==> config.mk <==
export PLATFORM = sky130hd
export DESIGN_NAME = thumb_cond_tracker_flat
export DESIGN_NICKNAME = d
export VERILOG_FILES = /design/src/rtl/thumb_pkg.sv /design/src/rtl/thumb_cond_tracker_if.sv /design/src/rtl/thumb_hw_classify.sv /design/src/rtl/thumb_cond_tracker.sv /design/src/flat_wrapper.sv
export SDC_FILE = /design/constraint.sdc
export NUM_CORES = 1
export LEC_CHECK = 0
export ABC_AREA = 1
export BUFFER_PORTS_ARGS = -buffer_cell sky130_fd_sc_hd__buf_2
export CORE_UTILIZATION = 49
export DETAILED_ROUTE_END_ITERATION = 8
export GPL_TIMING_DRIVEN = 0
export PLACE_DENSITY = 0.87
export SYNTH_ARGS = -nofsm -noshare
export SYNTH_HDL_FRONTEND = slang
export SYNTH_SLANG_ARGS = --single-unit
==> constraint.sdc <==
create_clock -name clk -period 1.4 [get_ports clk]
set_clock_uncertainty 0.1 [all_clocks]
set_input_delay 0.28 -clock clk [delete_from_list [all_inputs] [get_ports clk]]
set_output_delay 0.28 -clock clk [all_outputs]
set_load 0.005 [all_outputs]
==> src/rtl/thumb_pkg.sv <==
// Shared types, constants and ITSTATE helpers for the Thumb halfword decode front.
// Imported by the classifier and the tracker top.
package thumb_pkg;

    typedef enum logic [1:0] {
        CLS_OTHER = 2'd0,
        CLS_BCOND = 2'd1,
        CLS_BUNC  = 2'd2,
        CLS_IT    = 2'd3
    } inst_class_e;

    localparam logic [3:0] COND_AL = 4'hE;

    // First-halfword [15:11] values that introduce a 32-bit Thumb-2 instruction
    localparam logic [4:0] T32_PFX_A = 5'b11101;
    localparam logic [4:0] T32_PFX_B = 5'b11110;
    localparam logic [4:0] T32_PFX_C = 5'b11111;

    function automatic logic is_t32_prefix(input logic [15:0] hw);
        return (hw[15:11] == T32_PFX_A) || (hw[15:11] == T32_PFX_B) ||
               (hw[15:11] == T32_PFX_C);
    endfunction

    // Step ITSTATE after one instruction of an IT block; the base condition
    // [7:5] is kept while [4:0] shifts so [4] becomes the next condition LSB.
    function automatic logic [7:0] it_advance(input logic [7:0] itstate);
        if (itstate[2:0] == 3'b000) begin
            return 8'h00;
        end
        return {itstate[7:5], itstate[3:0], 1'b0};
    endfunction

endpackage

==> src/rtl/thumb_cond_tracker_if.sv <==
// Halfword input stream and instruction output stream of the condition tracker.
// master = upstream fetch / downstream decode side, slave = the tracker.
interface thumb_cond_tracker_if;
    logic        in_valid;
    logic        in_ready;
    logic [15:0] in_hw;
    logic        out_valid;
    logic        out_ready;
    logic [31:0] out_inst;
    logic        out_is32;
    logic [1:0]  out_class;
    logic [3:0]  out_cond;
    logic        out_in_it;
    logic        out_it_last;
    logic        out_err;

    modport master (
        output in_valid, in_hw, out_ready,
        input  in_ready, out_valid, out_inst, out_is32, out_class, out_cond,
               out_in_it, out_it_last, out_err
    );

    modport slave (
        input  in_valid, in_hw, out_ready,
        output in_ready, out_valid, out_inst, out_is32, out_class, out_cond,
               out_in_it, out_it_last, out_err
    );
endinterface

==> src/rtl/thumb_hw_classify.sv <==
// Combinational classifier: assembled instruction -> class, encoded condition,
// IT field and the IT-encoding sanity flag.
module thumb_hw_classify
    import thumb_pkg::*;
#(
    parameter bit IT_EN = 1'b1
) (
    input  logic [31:0] i_inst,
    input  logic        i_is32,
    output inst_class_e o_class,
    output logic [3:0]  o_cond,
    output logic [7:0]  o_it_state,
    output logic        o_it_bad
);

    logic [15:0] w_hw1;
    logic [15:0] w_hw2;
    logic        w_unused;

    assign w_hw1 = i_inst[31:16];
    assign w_hw2 = i_inst[15:0];
    assign w_unused = &{1'b0, w_hw1[10], w_hw1[5:0]};

    always_comb begin
        o_class    = CLS_OTHER;
        o_cond     = COND_AL;
        o_it_state = w_hw2[7:0];
        o_it_bad   = 1'b0;
        if (i_is32) begin
            if (w_hw1[15:11] == T32_PFX_B && w_hw2[15:14] == 2'b10) begin
                if (w_hw2[12]) begin
                    o_class = CLS_BUNC;
                end else if (w_hw1[9:7] != 3'b111) begin
                    o_class = CLS_BCOND;
                    o_cond  = w_hw1[9:6];
                end
            end
        end else begin
            // Cond 1110/1111 in the B<c> space are UDF/SVC, not branches
            if (w_hw2[15:12] == 4'b1101 && w_hw2[11:9] != 3'b111) begin
                o_class = CLS_BCOND;
                o_cond  = w_hw2[11:8];
            end else if (w_hw2[15:11] == 5'b11100) begin
                o_class = CLS_BUNC;
            end else if (IT_EN && w_hw2[15:8] == 8'hBF && w_hw2[3:0] != 4'h0) begin
                o_class  = CLS_IT;
                o_it_bad = (w_hw2[7:4] == 4'hF) ||
                           (w_hw2[7:4] == 4'hE && w_hw2[3:0] != 4'b1000);
            end
        end
    end

endmodule

==> src/rtl/thumb_cond_tracker.sv <==
// Assembles 16/32-bit Thumb instructions from a halfword stream, tracks ITSTATE
// and emits each instruction with its effective condition through one output register.
module thumb_cond_tracker
    import thumb_pkg::*;
#(
    parameter bit T2_EN = 1'b1,
    parameter bit IT_EN = 1'b1
) (
    input  logic                 clk,
    input  logic                 rst_n,
    input  logic                 flush,
    thumb_cond_tracker_if.slave  bus
);

    typedef enum logic {
        ST_IDLE = 1'b0,
        ST_HALF = 1'b1
    } asm_state_e;

    asm_state_e  r_state;
    logic [15:0] r_hw_hold;
    logic [7:0]  r_itstate;
    logic        r_out_valid;
    logic [31:0] r_out_inst;
    logic        r_out_is32;
    inst_class_e r_out_class;
    logic [3:0]  r_out_cond;
    logic        r_out_in_it;
    logic        r_out_it_last;
    logic        r_out_err;

    logic        w_in_ready;
    logic        w_accept;
    logic        w_is_prefix;
    logic        w_is32;
    logic [31:0] w_inst;
    inst_class_e w_class;
    logic [3:0]  w_cond;
    logic [7:0]  w_it_state;
    logic        w_it_bad;
    logic        w_in_it;
    logic [3:0]  w_emit_cond;
    logic        w_emit_in_it;
    logic        w_emit_last;
    logic        w_emit_err;
    logic [7:0]  w_itstate_next;

    assign w_in_ready  = !r_out_valid || bus.out_ready;
    assign w_accept    = bus.in_valid && w_in_ready && !flush;
    assign w_is_prefix = T2_EN && is_t32_prefix(bus.in_hw);
    assign w_is32      = (r_state == ST_HALF);
    assign w_inst      = w_is32 ? {r_hw_hold, bus.in_hw} : {16'h0000, bus.in_hw};
    assign w_in_it     = (r_itstate[3:0] != 4'h0);

    thumb_hw_classify #(
        .IT_EN (IT_EN)
    ) u_classify (
        .i_inst     (w_inst),
        .i_is32     (w_is32),
        .o_class    (w_class),
        .o_cond     (w_cond),
        .o_it_state (w_it_state),
        .o_it_bad   (w_it_bad)
    );

    // Effective condition and ITSTATE successor for the instruction being emitted
    always_comb begin
        w_emit_cond    = w_cond;
        w_emit_in_it   = 1'b0;
        w_emit_last    = 1'b0;
        w_emit_err     = 1'b0;
        w_itstate_next = r_itstate;
        if (w_class == CLS_IT && !w_in_it) begin
            w_itstate_next = w_it_state;
            w_emit_cond    = COND_AL;
            w_emit_err     = w_it_bad;
        end else if (w_in_it) begin
            w_emit_cond    = r_itstate[7:4];
            w_emit_in_it   = 1'b1;
            w_emit_last    = (r_itstate[2:0] == 3'b000);
            w_itstate_next = it_advance(r_itstate);
            // A nested IT still consumes one slot; it never reloads ITSTATE
            w_emit_err     = (w_class == CLS_BCOND) || (w_class == CLS_IT) ||
                             (w_class == CLS_BUNC && r_itstate[2:0] != 3'b000);
        end
    end

    always_ff @(posedge clk or negedge rst_n) begin
        if (!rst_n) begin
            r_state       <= ST_IDLE;
            r_hw_hold     <= 16'h0000;
            r_itstate     <= 8'h00;
            r_out_valid   <= 1'b0;
            r_out_inst    <= 32'h0000_0000;
            r_out_is32    <= 1'b0;
            r_out_class   <= CLS_OTHER;
            r_out_cond    <= 4'h0;
            r_out_in_it   <= 1'b0;
            r_out_it_last <= 1'b0;
            r_out_err     <= 1'b0;
        end else if (flush) begin
            r_state     <= ST_IDLE;
            r_itstate   <= 8'h00;
            r_out_valid <= 1'b0;
        end else if (w_in_ready) begin
            if (w_accept && r_state == ST_IDLE && w_is_prefix) begin
                r_state     <= ST_HALF;
                r_hw_hold   <= bus.in_hw;
                r_out_valid <= 1'b0;
            end else if (w_accept) begin
                r_state       <= ST_IDLE;
                r_itstate     <= w_itstate_next;
                r_out_valid   <= 1'b1;
                r_out_inst    <= w_inst;
                r_out_is32    <= w_is32;
                r_out_class   <= w_class;
                r_out_cond    <= w_emit_cond;
                r_out_in_it   <= w_emit_in_it;
                r_out_it_last <= w_emit_last;
                r_out_err     <= w_emit_err;
            end else begin
                r_out_valid <= 1'b0;
            end
        end
    end

    assign bus.in_ready    = w_in_ready;
    assign bus.out_valid   = r_out_valid;
    assign bus.out_inst    = r_out_inst;
    assign bus.out_is32    = r_out_is32;
    assign bus.out_class   = r_out_class;
    assign bus.out_cond    = r_out_cond;
    assign bus.out_in_it   = r_out_in_it;
    assign bus.out_it_last = r_out_it_last;
    assign bus.out_err     = r_out_err;

endmodule

==> src/flat_wrapper.sv <==
// flat-port wrapper written by rule: the top's interface ports become plain ports
module thumb_cond_tracker_flat import thumb_pkg::*;
#(
    parameter bit T2_EN = 1'b1,
    parameter bit IT_EN = 1'b1
)
  (clk, rst_n, flush, bus_in_valid, bus_in_hw, bus_out_ready, bus_in_ready, bus_out_valid, bus_out_inst, bus_out_is32, bus_out_class, bus_out_cond, bus_out_in_it, bus_out_it_last, bus_out_err);
  thumb_cond_tracker_if bus_i ();
  input  logic clk;
  input  logic rst_n;
  input  logic flush;
  input wire logic [$bits(bus_i.in_valid)-1:0] bus_in_valid;
  input wire logic [$bits(bus_i.in_hw)-1:0] bus_in_hw;
  input wire logic [$bits(bus_i.out_ready)-1:0] bus_out_ready;
  output wire logic [$bits(bus_i.in_ready)-1:0] bus_in_ready;
  output wire logic [$bits(bus_i.out_valid)-1:0] bus_out_valid;
  output wire logic [$bits(bus_i.out_inst)-1:0] bus_out_inst;
  output wire logic [$bits(bus_i.out_is32)-1:0] bus_out_is32;
  output wire logic [$bits(bus_i.out_class)-1:0] bus_out_class;
  output wire logic [$bits(bus_i.out_cond)-1:0] bus_out_cond;
  output wire logic [$bits(bus_i.out_in_it)-1:0] bus_out_in_it;
  output wire logic [$bits(bus_i.out_it_last)-1:0] bus_out_it_last;
  output wire logic [$bits(bus_i.out_err)-1:0] bus_out_err;
  assign bus_i.in_valid = bus_in_valid;
  assign bus_i.in_hw = bus_in_hw;
  assign bus_i.out_ready = bus_out_ready;
  assign bus_in_ready = bus_i.in_ready;
  assign bus_out_valid = bus_i.out_valid;
  assign bus_out_inst = bus_i.out_inst;
  assign bus_out_is32 = bus_i.out_is32;
  assign bus_out_class = bus_i.out_class;
  assign bus_out_cond = bus_i.out_cond;
  assign bus_out_in_it = bus_i.out_in_it;
  assign bus_out_it_last = bus_i.out_it_last;
  assign bus_out_err = bus_i.out_err;
  thumb_cond_tracker #(.T2_EN(T2_EN), .IT_EN(IT_EN)) u_core (.clk(clk), .rst_n(rst_n), .flush(flush), .bus(bus_i));
endmodule
==> results.md <==
Run status:
- The run finished, with violations left.
- The final reports fail on negative setup slack.

Worst setup path:
- The kind of end point of the critical path is a register.
- The type of element launching the critical path is a register.
- The required time of the critical path is 1.53 ns.
- Of all nets on the critical path, the largest fanout is 8.
- By startpoint and endpoint, the worst setup path is classified as register to register.
- The slack of the worst reg-to-reg path is -0.05 ns.
- Data arrives at the worst endpoint at 1.58 ns.

Place:
- The final estimated routing congestion in global placement is 0.895.
- In this run the tool buffered the top-level ports with 64 buffer cells.
- The pre-CTS setup slack is -0.355 ns.
- Detailed placement finished with a half-perimeter wire length of 5400 um.

STA:
- The final clock period utilization by the worst path is 1.04.
- The time the worst path needs with I/O delays and setup is 1.45 ns.
- The final number of max-transition violations is 0.
- The transition time at the pin with the least slew margin is 0.608 ns.
- Across all setup checks in the final design, the least slack found is -0.0494 ns.
- Setup repair after global routing could not meet its margin everywhere.
- The fmax is 690 MHz.
- The number of failing hold endpoints at the final stage is 0.
- The remaining max-slew budget at the tightest pin is 0.594.
- The count of endpoints failing setup in the final report is 11.

Cells and area:
- Of the cells placed in the final design, the portion with a size suffix greater than 1 is 0.318.
- The layout has 480 filler cells.
- The area added between synthesis and finish is 32.3%.
- The footprint of the multi-input gates is 1280 sq um.
- The final antenna diode count is 0.
- The area taken by flip-flops and latches is 1700 sq um.
- The total number of nets in the final design is 477.
- At the end of the flow the core is filled with cells to 0.671.

Global routing:
- The largest net degree at the start of global routing is 69.
- The number of antenna violations at the first check in global routing is 0.
- The via count of the first global-routing pass is 2702.
- The aggregate global-route resource usage is 0.269.
- The total congestion overflow after global routing is 0.
- The first global-routing pass estimated 12800 um of wire.

Drt:
- The final routed DRC violation total is 0.
- In the routed layout, each cell is associated on average with a via count of 5.35.
- The number of iterations in the first detailed-routing pass is 4.
- The number of vias in the routed layout is 2855.
- The detailed router's first-iteration violation count is 341.
- For this block, the routed nets add up to 8080 um of wire.
- The final routed wire length divided by cell count is 15.1 um.
- The count of nets left with antenna violations after detail routing is 0.

Die:
- The initial utilization of the core area, before any placement, comes to 0.507.
- The floorplan has 28 rows.
- 65 I/O pins were placed.
- The height of the chip is 80.3 um.
- The floorplan core area is 5920 sq um.
- The area of the die is 6440 sq um.
- The die is 80.3 um wide.

Pwr:
- In this run the static leakage power is 2.12 nW.
- Power spread over the standard cell area amounts to 1160 nW/um^2.
- The maximum vdd ir drop is 0.619 mV.

Synth:
- After synthesis, the netlist uses 21 different library cells.
- The mapped netlist covers 3000 sq um.
- During synthesis, Yosys emitted a total of 0 warnings.
- The share of the Yosys chip area taken by registers is 0.567.
- Synthesis handed over a netlist of 367 instances.
- The number of register bits inferred by synthesis is 68.
- The mean cell area of the mapped netlist is 8.18 sq um.
- When the netlist entered floorplanning its net count stood at 388.

Clocking:
- The clock input transition at the sequential cells of the worst setup and hold paths is 0.07 ns.
- The clock buffer count from CTS is 9.
- The clock sink total is 68.
- TritonCTS built the clock tree.
- The clock passes through at most 2 buffers.
- The tree is rooted in a clkbuf_8.
- The latest clock arrival within the worst-skew pair is 0.35 ns.
- CTS built an H-tree with a depth of 3.

Flow run:
- The count of maximum capacitance violations is 0.

Min path:
- The path class of the tightest hold or removal check is input pin to register.
registers in the layout, indices dropped and copies added (netlist names):
signal and count:
u_core.r_itstate 8, u_core.bus.out_class 2, u_core.bus.out_err 1, u_core.bus.out_inst 32
u_core.bus.out_in_it 1, u_core.bus.out_it_last 1, u_core.bus.out_is32 1, u_core.bus.out_cond 4
u_core.r_state 1, u_core.bus.out_valid 1, u_core.r_hw_hold 16
report_power, final:
| part | leakage [nW] | switching (mW) | internal (mW) | total, mW |
|---|---|---|---|---|
| Sequential | 0.867 | 0.107 | 2.16 | 2.27 |
| Combinational | 1.14 | 0.377 | 0.250 | 0.627 |
| Clock | 0.108 | 0.699 | 0.998 | 1.70 |
| Total | 2.12 | 1.18 | 3.41 | 4.59 |
through the flow:
step / hold WS (ns) / power [mW] / setup TNS [ns] / instance area [sq um] / instances
2_1_floorplan: -0.116 / 2.55 / -0.00977 / 3010 / 367
3_3_place_gp: 0.354 / 2.81 / -32.57 / 3420 / 506
3_5_place_dp: 0.340 / 2.83 / -14.84 / 3430 / 506
4_1_cts: 0.0404 / 4.56 / -0.0218 / 3840 / 531
5_1_grt: 0.0374 / 4.79 / -1.71 / 3970 / 534
6_report: 0.0478 / 4.59 / -0.199 / 3970 / 534
worst paths after layout:
| path | start | to | cells after the start |
|---|---|---|---|
| max reg2reg | u_core.r_itstate[0] | u_core.r_itstate[1] | 8 |
| max | u_core.r_itstate[0] | u_core.r_itstate[1] | 8 |
| min | flush | u_core.bus.out_valid | 2 |
| max in group asynchronous | rst_n | u_core.r_state | 2 |
| min reg2reg | u_core.bus.out_is32 | u_core.bus.out_is32 | 2 |
| min in group asynchronous | rst_n | u_core.bus.out_inst[14] | 2 |
logic make-up after synthesis:
family | count (synthesis) | share of synthesized area
AOI/OAI and AO/OA | 59 | 0.103
buffers and inverters | 45 | 0.0596
DFF | 68 | 0.567
and+or+nand+nor | 195 | 0.271
repair_timing:
item | in CTS | in global routing
setup buffers | 12 | 3
hold buffers | 1 | 0
endpoints found under the hold margin | 68 | 0
pin swaps | 18 | 7
endpoints found under the setup margin | 57 | 65
resized for setup | 34 | 53
cell usage in the layout (no fill, tap or decap), types with 13 or more instances in the layout:
| master | n |
|---|---|
| nand3_1 | 15 |
| buf_2 | 63 |
| inv_1 | 26 |
| nor2_1 | 20 |
| nand2_1 | 126 |
| clkbuf_8 | 13 |
| dfrtp_1 | 67 |
| buf_4 | 14 |
| o21ai_1 | 17 |
| o21ai_0 | 27 |
cells in the mapped netlist:
cell,n,share of area
a21oi_1,9,0.015
buf_1,1,0.0012
buf_2,8,0.013
clkbuf_1,2,0.0025
dfrtp_1,68,0.57
inv_1,32,0.040
inv_2,2,0.0025
nand2_1,137,0.17
nand2_2,3,0.0063
nand3_1,22,0.037
nand3_2,2,0.0067
nand4_1,3,0.0063
nor2_1,24,0.030
nor2_2,2,0.0042
nor2_4,1,0.0038
nor3_4,1,0.0054
o211ai_1,3,0.0075
o21ai_0,39,0.065
o21ai_1,6,0.010
o221ai_1,1,0.0029
o31ai_1,1,0.0025
final cells by class:
cell class	instances	area share
Timing Repair Buffer	80	0.116
Inverter	34	0.0346
Tap cell	75	0.0236
Sequential cell	68	0.429
Multi-Input combinational cell	254	0.322
Clock inverter	1	0.00756
Buffer	9	0.0227
Clock buffer	13	0.0450
routing by layer:
layer	GRT usage	vias up	wire length (um)	part of all wire
li1	-	1347	-	-
met1	0.350	1365	3500	0.43
met2	0.416	113	3820	0.47
met3	0.0545	30	458	0.057
met4	0.159	0	303	0.038
met5	0	-	0	0
worst max-delay path: stages, from the launching register on:
cell     delay [ns]
dfrtp_1        0.41
nor2_4         0.15
nand2_4        0.11
inv_6          0.10
nand3_4        0.11
nand2_4        0.13
inv_2          0.06
nand2_1        0.08
nand2_1        0.06
Note: power is estimated with default switching activity, not from simulation.
